$ cat src/rtl/shift_right_32_seq.sv
// shift_right_32_seq
// Multi-cycle right shifter, one bit position per enabled clock.
// A start in IDLE loads the operand and shift amount. The block then shifts
// right, filling the MSB with cin (or with the sign bit in arithmetic mode).
// It reports the last bit shifted out of bit 0 on cout, and pulses done for
// one cycle when the shift is complete.
//
// Optional feature macro: SHIFT_RIGHT_ARITH_EN
//   defined   -> arith port exists; latched at start; 1 = sign-fill
//   undefined -> no arith port; fill is always cin
//
// Ports:
//   clk    in  1        rising-edge clock
//   reset  in  1        asynchronous active-high reset
//   en     in  1        global enable; 0 freezes all state
//   start  in  1        request, sampled only in IDLE with en=1
//   a      in  WIDTH    operand, captured at accepted start
//   shamt  in  SHAMT_W  shift amount, captured at accepted start
//   cin    in  1        serial MSB fill in logical mode, sampled live
//   arith  in  1        arithmetic mode select (macro builds only)
//   b      out WIDTH    working / result register
//   cout   out 1        last bit shifted out of bit 0
//   busy   out 1        state != IDLE
//   done   out 1        completion pulse (held while frozen in DONE)

module shift_right_32_seq #(
    parameter int WIDTH   = 32,
    parameter int SHAMT_W = 5
) (
    input  logic               clk,
    input  logic               reset,
    input  logic               en,
    input  logic               start,
    input  logic [WIDTH-1:0]   a,
    input  logic [SHAMT_W-1:0] shamt,
    input  logic               cin,
`ifdef SHIFT_RIGHT_ARITH_EN
    input  logic               arith,
`endif
    output logic [WIDTH-1:0]   b,
    output logic               cout,
    output logic               busy,
    output logic               done
);

    typedef enum logic [1:0] {
        IDLE  = 2'd0,
        SHIFT = 2'd1,
        DONE  = 2'd2
    } state_t;

    state_t             state, state_n;
    logic [SHAMT_W-1:0] cnt, cnt_n;
    logic [WIDTH-1:0]   b_n;
    logic               cout_n;
    logic               fill;

`ifdef SHIFT_RIGHT_ARITH_EN
    logic arith_q, arith_n;

    always_ff @(posedge clk or posedge reset) begin
        if (reset) arith_q <= 1'b0;
        else       arith_q <= arith_n;
    end

    // Sign fill reads the current MSB, so the sign replicates every cycle.
    assign fill = arith_q ? b[WIDTH-1] : cin;
`else
    assign fill = cin;
`endif

    always_ff @(posedge clk or posedge reset) begin
        if (reset) begin
            state <= IDLE;
            cnt   <= '0;
            b     <= '0;
            cout  <= 1'b0;
        end else begin
            state <= state_n;
            cnt   <= cnt_n;
            b     <= b_n;
            cout  <= cout_n;
        end
    end

    always_comb begin
        state_n = state;
        cnt_n   = cnt;
        b_n     = b;
        cout_n  = cout;
`ifdef SHIFT_RIGHT_ARITH_EN
        arith_n = arith_q;
`endif
        // With en low nothing moves, including a pending DONE.
        if (en) begin
            case (state)
                IDLE: begin
                    if (start) begin
                        b_n     = a;
                        cnt_n   = shamt;
                        cout_n  = 1'b0;
`ifdef SHIFT_RIGHT_ARITH_EN
                        arith_n = arith;
`endif
                        state_n = (shamt != '0) ? SHIFT : DONE;
                    end
                end
                SHIFT: begin
                    cout_n = b[0];
                    b_n    = {fill, b[WIDTH-1:1]};
                    cnt_n  = cnt - 1'b1;
                    if (cnt == SHAMT_W'(1)) state_n = DONE;
                end
                DONE:    state_n = IDLE;
                default: state_n = IDLE;
            endcase
        end
    end

    // Moore outputs: done stays high if frozen in DONE.
    assign busy = (state != IDLE);
    assign done = (state == DONE);

endmodule

$ cat config.mk
export PLATFORM = sky130hd
export DESIGN_NAME = shift_right_32_seq
export DESIGN_NICKNAME = d
export VERILOG_FILES = /design/src/rtl/shift_right_32_seq.sv
export SDC_FILE = /design/constraint.sdc
export NUM_CORES = 1
export LEC_CHECK = 0
export CAP_MARGIN = 10
export CORE_MARGIN = 5
export CORE_UTILIZATION = 44
export CTS_CLUSTER_SIZE = 16
export DETAILED_ROUTE_END_ITERATION = 10
export PLACE_DENSITY = 0.8
export SLEW_MARGIN = 20
export SYNTH_ARGS = -nofsm -noshare
export SYNTH_HDL_FRONTEND = slang
export SYNTH_SLANG_ARGS = --single-unit
$ cat constraint.sdc
create_clock -name clk -period 1.9 [get_ports clk]
set_input_delay 0.475 -clock clk [delete_from_list [all_inputs] [get_ports clk]]
set_output_delay 0.475 -clock clk [all_outputs]
set_load 0.02 [all_outputs]
==> key figures <==
Worst setup path
  – Slowest stage delay, CP: 620 ps
  – Crit path required time: 1420 ps
  – CP Capture Type: primary output
  – FF-to-FF path depth: 5
  – Worst path slowest cell: clkdlybuf4s50_1
  – Crit path max-delay family: buffers and inverters
  – Crit start category: register
  – Worst R2R Setup Slack: 370 ps
  – Crit path kind: reg -> out
  – Reg2Reg Capture Point: cnt[4]$_DFFE_PP0P_
  – WP buf/inv: 1
  – Crit-path max FO: 3
  – Crit-path cells: clkdlybuf4s50_1
  – Arrival @ worst endpoint: 1300 ps
  – R2R Path Start: cnt[0]$_DFFE_PP0P_
  – Crit path from: b[0]$_DFFE_PP0P_

Place
  – Dpl ws: 32.22 ps
  – I/O Buffers: 76
  – Gpl congestion: 0.8629
  – Dpl hpwl: 3637 um

Timing
  – Final Critical Period: 1777 ps
  – Max-slew headroom: 0.7587
  – Max Freq: 562.9 MHz
  – Unrepaired setup endpoints after global routing: false
  – Slew @ Worst Pin: 356.9 ps
  – Final Hold Viols: 0
  – Fin crit share: 0.9351
  – Setup TNS: 0 ps
  – Final Worst Setup Slack: 123.4 ps
  – Final Setup Violations: 0
  – Worst Skew: 4.540 ps
  – Max Transition Viols Final: 0

Worst hold path
  – Hold EP: cout$_DFFE_PP0P_
  – Hold Path Origin: cout$_DFFE_PP0P_
  – Hold depth: 1
  – Worst min path class: reg -> reg

Layout
  – Ant. Diodes: 0
  – Fraction of layout cells with a size suffix above 1: 0.08039
  – P&R area growth vs syn: 45.41%
  – Fillcell total: 378
  – Final nets: 355

Drt
  – Vias: 1889
  – WL per Instance: 13.73 um
  – Final wirelength: 4984 um
  – Number of antenna-violating nets in the routed design: 0
  – Vias per cell: 5.204
  – Iteration-0 DRC Markers: 154
  – DRT Pass-1 Iters: 4
  – Number of remaining DRC errors: 0

CTS
  – Root buffer cell: clkbuf_8
  – Number of H-tree levels: 2
  – CTS tree: done
  – Clk_lat worst skew: 290 ps
  – Clock Sinks: 40
  – Max Root-Sink Buffers: 2
  – Setup bufs post-CTS: 0
  – Clock transition at path regs: 70 ps
  – Number of CTS-inserted buffers: 5

GRT
  – Gr usage total: 0.1723
  – Vias in the first global route: 1831
  – Grt ovf: 0
  – Largest net degree at the start of global routing: 41
  – Initial antenna violation count: 0
  – Global-route wire length before repair: 8535 um

Logic synthesis
  – Synth Area per Inst: 8.499 um2
  – Mapped Area: 2006 um2
  – Share of the synthesized area in the top cell type: 0.4991
  – Seq/Total Area, Yosys: 0.4991
  – Ys Warns: 0
  – Synthesis-stage register bit count: 40
  – Synth Instances: 236
  – Area leader, netlist: dfrtp_1
  – Synthesized Nets: 280
  – Unique masters post-synth: 32
  – Synth area leaders: dfrtp_1 50%, nand2_1 13%, a31oi_1 10%

Floorplanning
  – DIE AREA: 6009 um2
  – Core Footprint: 4384 um2
  – Starting Density: 0.4575
  – Num rows: 24
  – Die width: 77.52 um
  – Die Y: 77.52 um
  – I/O Pins: 77

Power
  – Pwr Density: 1703 nW/um2
  – Worst IR drop on VDD: 0.7953 mV
  – Leakage: 1.257 nW

Outcome
  – Status: complete, no violations

Run
  – Max-cap violations: 0
==> cells by family after synthesis <==
logic type,after synthesis,synth area share
DFF,40,0.4991
buffers and inverters,22,0.06737
AOI/OAI and AO/OA,50,0.1560
and+or+nand+nor,122,0.2651
adders and majority gates,2,0.01247
==> sequential cells by signal, summed over array words and instances (netlist names) <==
register / cells
cout: 1
b: 32
cnt: 5
state: 2
==> final cells by class <==
cell class,instances,area (um2),share of cell area
Inverter,5,18.77,0.006435
Clock buffer,7,96.34,0.03303
Sequential cell,40,1001,0.3432
Timing Repair Buffer,85,863.3,0.2960
Tap cell,52,65.06,0.02231
Multi-Input combinational cell,174,872.1,0.2990
==> per-stage QoR <==
step / hold slack, ps / power, W / cell area [um2] / util / instances
CTS: 515.9 / 0.005013 / 2917 / 0.6652 / 363
floorplan: 469.4 / 0.003297 / 2006 / - / 236
detailed placement: 500.0 / 0.004411 / 2823 / 0.6438 / 356
global placement: 495.5 / 0.004349 / 2823 / 0.6438 / 356
global route: 523.0 / 0.005370 / 2917 / 0.6652 / 363
finish: 514.6 / 0.004968 / 2917 / 0.6652 / 363
==> routing by layer <==
layer | vias to the layer above | track usage | part of all wire
li1 | 937 | - | -
met1 | 878 | 0.2274 | 0.43
met2 | 70 | 0.2668 | 0.47
met3 | 4 | 0.05787 | 0.088
met4 | 0 | 0.05670 | 0.013
met5 | - | 0 | 0
==> repair_timing <==
item | 4_1_cts | 5_1_grt
setup endpoints to repair | 2 | 0
hold buffers | 0 | 0
endpoints found under the hold margin | 0 | 0
gates resized for setup | 2 | 0
==> power by group <==
part           switching (W)  internal, W
Combinational        0.00148      0.00127
Clock               0.000278     0.000323
Sequential          0.000345      0.00127
==> cells in the mapped netlist <==
| cell type | n |
|---|---|
| nor2_1 | 35 |
| o22ai_1 | 1 |
| a32o_1 | 1 |
| nand3_1 | 1 |
| a31oi_1 | 33 |
| o31ai_2 | 1 |
| inv_1 | 5 |
| or3b_2 | 1 |
| buf_6 | 3 |
| ha_1 | 2 |
| nand2b_1 | 3 |
| o41ai_1 | 1 |
| or3_1 | 1 |
| dfrtp_1 | 40 |
| nor2b_1 | 1 |
| or2_1 | 1 |
| and2b_1 | 1 |
| buf_4 | 5 |
| nor3_2 | 1 |
| o21ai_2 | 1 |
| buf_2 | 9 |
| nor2_4 | 2 |
| o21ai_0 | 4 |
| nor3_1 | 1 |
| nand2b_4 | 1 |
| nor3b_1 | 1 |
| a21oi_1 | 6 |
| and2_1 | 2 |
| nand2_1 | 68 |
| o21ai_1 | 2 |
| nor4b_1 | 1 |
| or2_2 | 1 |
==> cell usage in the layout, fill, tap and decap left out <==
master	n
clkdlybuf4s50_1	74
nand2_1	68
dfrtp_1	40
nor2_1	35
a31oi_1	33
clkbuf_8	7
a21oi_1	6
buf_4	6
inv_1	5
o21ai_0	4
nand2b_1	3
buf_12	3
nor2_4	2
and2_1	2
o21ai_1	2
ha_1	2
dlygate4sd2_1	2
nand2b_4	1
nor2b_2	1
or2_1	1
o21ai_2	1
o31ai_2	1
nor3b_1	1
nor3_1	1
nand3_1	1
or3_1	1
nor3_2	1
nor4b_1	1
o41ai_1	1
or2_2	1
and2b_1	1
or3b_2	1
o22ai_1	1
a32o_1	1
==> how the worst max path moves through the flow <==
stage                         endpoint  slack [ps]  cells past startpoint
floorplan           cnt[4]$_DFFE_PP0P_         500                      5
global placement    cnt[0]$_DFFE_PP0P_          90                      5
finish                            b[0]         120                      1
detailed placement  cnt[0]$_DFFE_PP0P_          30                      5
global route                      b[0]          60                      1
CTS                               b[0]         100                      1
No activity file was read; power rests on OpenSTA's default activity.
==> RTL change 1, RTL diff (same flow settings) <==
The parameter `SHAMT_W` goes from 5 to 4.
--- a/src/rtl/shift_right_32_seq.sv
+++ b/src/rtl/shift_right_32_seq.sv
@@ -25,7 +25,7 @@
 
 module shift_right_32_seq #(
     parameter int WIDTH   = 32,
-    parameter int SHAMT_W = 5
+    parameter int SHAMT_W = 4
 ) (
     input  logic               clk,
     input  logic               reset,
Ports: changed (resized shamt); port bits go from 77 to 76. The function was not compared with the original's and may differ.
==> RTL change 1 against the original RTL <==
Clock skew about the same; count of clock-buffer cells in the layout up 1; core utilization down 1.3 points; final area up 4.9%; worst setup slack worse by 0.015 ns; die area up 4.2%; sequential share of layout area down 2.4 points; wire length up 2.0%; synthesized cell count down 26%; synthesized area up 4.8%; sequential cell count down 1; maximum frequency down 0.83%; power up 9.8%; critical path depth unchanged; largest cell class is now multi-input gates; largest power group unchanged.
==> RTL change 1: results (changes against the original RTL) <==
| Metric | Value |
|---|---|
| Maximum VDD drop | 0.783 mV (-1.6%) |
| Skew final | 0.00498 ns (+0.000441 ns) |
| Largest net degree at the start of global routing | 26 (-37%) |
| Reg clk slew, reported paths | 0.08 ns |
| Status | completed |
| Initial antenna violation count | 0 (unchanged) |
| Ys Warns | 0 (unchanged) |
| Slew HR | 0.613 (-0.146) |
| Drt wl/cell | 16.3 um (+19%) |
| CTS Buffer Depth | 2 (unchanged) |
| Max_cap viols | 0 (unchanged) |
| Initial DRC Count | 65 (-58%) |
| IO buf count | 75 (-1.3%) |
| H-tree depth | 2 (unchanged) |
| # Post-CTS Setup Buffers | 0 (unchanged) |
| Hold WC Path Type | in2async |
| Post-synth top flop | dfrtp_1 |
| CP peak stage delay | 0.63 ns |
| Non-filler cells, final | 312 (-14%) |
| Ant diodes | 0 (unchanged) |
| Synth area leaders | dfrtp_1 (46%), mux2_4 (10%), mux2_2 (9.6%) |
| GR Util All Layers | 0.165 (-0.00769) |
| M1 wire length | 2.31 mm (+7.1%) |
| Top cells by count, synth | dfrtp_1 (39), o21ai_0 (36), mux2_2 (18), mux2i_1 (18), mux2_4 (14) |
| Gpl congestion | 0.897 (+3.9%) |
| Cells after Synth | 174 (-26%) |
| Net Count, Synth | 217 (-23%) |
| Psw | 0.00209 W (-0.59%) |
| Global-route wire length before repair | 8.20 mm (-4.0%) |
| Via count | 1671 (-12%) |
| Leakage | 1.34 nW (+6.2%) |
| DP Wirelength | 3.61 mm (-0.72%) |
| Worst Path Max Fanout | 3 (unchanged) |
| Top flop regs | b x32, cnt x4, state x2 |
| Met2 WL | 2.39 mm (+2.8%) |
| Distinct cells, synth | 33 (+3.1%) |
| Root Driver | clkbuf_8 |
| R2r endpoint | b[15]$_DFFE_PP0P_ |
| Slowest cell on the critical path | clkdlybuf4s50_1 |
| Area after DPL | 2960 sq um (+4.9%) |
| Reg-to-Reg Start | state[1]$_DFFE_PP0P_ |
| Top layer in use | met4 |
| Crit path DAT | 1.32 ns (+0.02 ns) |
| R2R depth | 5 (unchanged) |
| R2r setup slk | 0.29 ns (-0.08 ns) |
| Worst skew pair latency | 0.29 ns (about the same) |
| Detail Route met3 WL | 334 um (-24%) |
| Final #Nets | 300 (-15%) |
| Layout cells sized above 1 | 0.217 (+0.137) |
| Drt pass-1 iters | 4 (unchanged) |
| Seq/Total Area, Yosys | 0.464 (-0.0348) |
[RTL change 1: worst reg2reg max path: stages, from the launching register on]
cell and delay [ns]:
dfrtp_1 0.38, buf_4 0.16, nor2b_4 0.14, buf_12 0.20
mux2_2 0.35, mux2_2 0.26
[RTL change 1: per-layer routing]
layer	vias up	track usage
met1	810	0.226
li1	794	-
met2	61	0.256
met3	6	0.0465
met5	-	0
met4	0	0.0412
[RTL change 1: how the worst max path moves through the flow]
stage | startpoint | end | slack [ns] | cells past startpoint
detailed placement | en | b[25]$_DFFE_PP0P_ | 0.04 | 5
global route | b[11]$_DFFE_PP0P_ | b[11] | 0.06 | 1
CTS | b[11]$_DFFE_PP0P_ | b[11] | 0.11 | 1
global placement | en | b[30]$_DFFE_PP0P_ | 0.06 | 5
finish | b[11]$_DFFE_PP0P_ | b[11] | 0.11 | 1
floorplan | en | b[23]$_DFFE_PP0P_ | 0.22 | 6
[RTL change 1: kinds of logic after synthesis]
kind of cell | after synthesis | share of synthesized area
multiplexers | 50 | 0.282
AO/OA/AOI/OAI | 47 | 0.129
flip-flops | 39 | 0.464
buffers and inverters | 18 | 0.0595
AND/OR/NAND/NOR | 18 | 0.0536
adder cells (fa/ha/maj) | 2 | 0.0119
[RTL change 1: timing repair]
item | CTS | global route
resized for setup | 3 | 0
hold buffers | 0 | 0
setup endpoints to repair | 2 | 0
[RTL change 1: per-stage QoR]
step | hold slack (ns) | worst slack [ns] | power [W] | utilization
6_report | 0.495 | 0.108 | 0.00545 | 0.652
5_1_grt | 0.528 | 0.0600 | 0.00579 | 0.652
4_1_cts | 0.520 | 0.108 | 0.00550 | 0.652
3_5_place_dp | 0.505 | 0.0358 | 0.00487 | 0.631
3_3_place_gp | 0.494 | 0.0561 | 0.00482 | 0.631
2_1_floorplan | 0.499 | 0.221 | 0.00371 | -
[RTL change 1: area by class of cell]
class | count | area [sq um]
multi-input cells | 117 | 1000
repair buffers | 87 | 888
well taps | 54 | 67.6
clock buffers | 8 | 100
fillers | 394 | 1630
inverters | 7 | 26.3
flip-flops and latches | 39 | 977
[RTL change 1: power groups by stage]
stage | clock network (W) | registers (W) | logic [W]
finish | 0.000619 | 0.00158 | 0.00326
global route | 0.000670 | 0.00164 | 0.00348
CTS | 0.000632 | 0.00158 | 0.00329
detailed placement | 0 | 0.00158 | 0.00329
global placement | 0 | 0.00158 | 0.00324
floorplan | 0 | 0.00193 | 0.00178
==> RTL change 2, RTL diff (same flow settings) <==
Made on the original files. Register the inputs `en`, `start`, `a` and `shamt` before use. The logic sees them one clock later. The other inputs are not delayed to match.
--- a/src/rtl/shift_right_32_seq.sv
+++ b/src/rtl/shift_right_32_seq.sv
@@ -49,6 +49,18 @@
         DONE  = 2'd2
     } state_t;
 
+    logic en_q;
+    logic start_q;
+    logic [WIDTH-1:0] a_q;
+    logic [SHAMT_W-1:0] shamt_q;
+
+    always_ff @(posedge clk) begin
+        en_q    <= en;
+        start_q <= start;
+        a_q     <= a;
+        shamt_q <= shamt;
+    end
+
     state_t             state, state_n;
     logic [SHAMT_W-1:0] cnt, cnt_n;
     logic [WIDTH-1:0]   b_n;
@@ -92,17 +104,17 @@
         arith_n = arith_q;
 `endif
         // With en low nothing moves, including a pending DONE.
-        if (en) begin
+        if (en_q) begin
             case (state)
                 IDLE: begin
-                    if (start) begin
-                        b_n     = a;
-                        cnt_n   = shamt;
+                    if (start_q) begin
+                        b_n     = a_q;
+                        cnt_n   = shamt_q;
                         cout_n  = 1'b0;
 `ifdef SHIFT_RIGHT_ARITH_EN
                         arith_n = arith;
 `endif
-                        state_n = (shamt != '0) ? SHIFT : DONE;
+                        state_n = (shamt_q != '0) ? SHIFT : DONE;
                     end
                 end
                 SHIFT: begin
Behaviour: not the same (a bounded check fails within 4 cycles, from zero or initial values and one cycle with reset high).
==> RTL change 2 against the original RTL <==
Wire length is 29% higher; largest power group unchanged; count of clock-buffer cells in the layout increased by 2; critical path depth did not move; worst setup slack worse by 0.073 ns; synthesized area grew 43%; final area grew 35%; via count increased by 14%; non-clock buffer count increased by 2; power up 25%; sequential cell count is 39 higher.
==> RTL change 2: results (changes against the original RTL) <==
| Metric | Value |
|---|---|
| Adder-cell share of the synthesized area | 0.00870 (-0.00378) |
| CTS Buffer Depth | 2 (unchanged) |
| Skew final | 0.0110 ns (+0.00650 ns) |
| Seq/Total Area, Yosys | 0.619 (+0.120) |
| Pre-CTS setup slack | 0.211 ns (+0.178 ns) |
| Root Driver | clkbuf_8 |
| Switching part of the total | 0.366 (-0.0568) |
| Hold WC Path Type | in2async |
| Status | completed |
| Worst skew pair latency | 0.36 ns (+0.07 ns) |
| Xor/xnor share of the synthesized area | 0 (unchanged) |
| Routed WL | 6.44 mm (+29%) |
| Global-route wire length before repair | 10.7 mm (+25%) |
| Synth area leaders | dfrtp_1 (35%), dfxtp_1 (27%), mux2i_1 (11%) |
| Compound-Gate Fraction of Synth Area | 0.159 (+0.00324) |
| Met3 Use GR | 0.0450 (-0.0129) |
| Part of the power in combinational logic | 0.413 (-0.141) |
| R2r endpoint | b[12]$_DFFE_PP0P_ |
| Met2 Use GR | 0.253 (-0.0138) |
| Layout cells sized above 1 | 0.105 (+0.0242) |
| Via count | 2161 (+14%) |
| Num CTS Buffers | 9 (+4) |
| H-tree depth | 3 (+1) |
| Post_cts resized | 3 (+1) |
| Distinct cells, synth | 36 (+13%) |
| Top flop regs | a_q x32, b x32 |
| DP Wirelength | 4.50 mm (+24%) |
| Final #Nets | 364 (+2.5%) |
| Initial DRC Count | 119 (-23%) |
| Placed Cells | 386 (+8.4%) |
| Post-synthesis mux area share | 0.115 (+0.115) |
| Via/cell ratio | 5.38 (+3.3%) |
| Met1 usage | 0.201 (-0.0259) |
| Net Count, Synth | 284 (+1.4%) |
| Hold slack | 0.413 ns (-0.102 ns) |
| Area after DPL | 3710 sq um (+31%) |
| Maximum VDD drop | 0.917 mV (+15%) |
| Power share of the clock group | 0.205 (+0.084) |
| Leakage | 1.70 nW (+36%) |
| R2R depth | 5 (unchanged) |
| Top cells by count, synth | dfrtp_1 (40), dfxtp_1 (39), o21ai_0 (35), o21ai_1 (35), mux2i_1 (32) |
| R2r setup slk | 0.37 ns (about the same) |
| Largest net degree at the start of global routing | 28 (-32%) |
| Gpl congestion | 0.802 (-7.0%) |
| Number of global-route vias before repair | 2146 (+17%) |
| Post-synth ARST share | 0.506 (-0.494) |
| Reg clk slew, reported paths | 0.09 ns (+0.02 ns) |
| Reg-to-Reg Start | state[0]$_DFFE_PP0P_ |
| P per Cell Area | 1580 nW/um^2 (-7.0%) |
| Syn avg cell area | 12.0 sq um (+41%) |
| GR Util All Layers | 0.162 (-0.0105) |
| Fmax | 0.541 GHz (-4.0%) |
| Filler Cell Count | 527 (+39%) |
| Least-Margin Pin Slew | 0.578 ns (+0.221 ns) |
RTL change 2: cell type report:
cell class	instances	area, sq um	area share
Inverter	6	22.5	0.00573
Clock inverter	7	78.8	0.0201
Tap cell	77	96.3	0.0245
Timing Repair Buffer	87	871	0.222
Clock buffer	9	124	0.0315
Sequential cell	79	1780	0.454
Multi-Input combinational cell	137	953	0.243
RTL change 2: layer usage:
| layer | wire length (um) | share of wire | vias up |
|---|---|---|---|
| met3 | 342 | 0.053 | 23 |
| li1 | - | - | 1011 |
| met4 | 265 | 0.041 | 0 |
| met5 | 0 | 0 | - |
| met1 | 2680 | 0.42 | 1048 |
| met2 | 3150 | 0.49 | 79 |
RTL change 2: worst max path at each step:
stage                               startpoint               end
after floorplan                          reset  b[0]$_DFFE_PP0P_
after global placement    state[1]$_DFFE_PP0P_              busy
after detailed placement  state[1]$_DFFE_PP0P_              busy
after CTS                     b[0]$_DFFE_PP0P_              b[0]
after global routing         b[31]$_DFFE_PP0P_             b[31]
final                         b[4]$_DFFE_PP0P_              b[4]
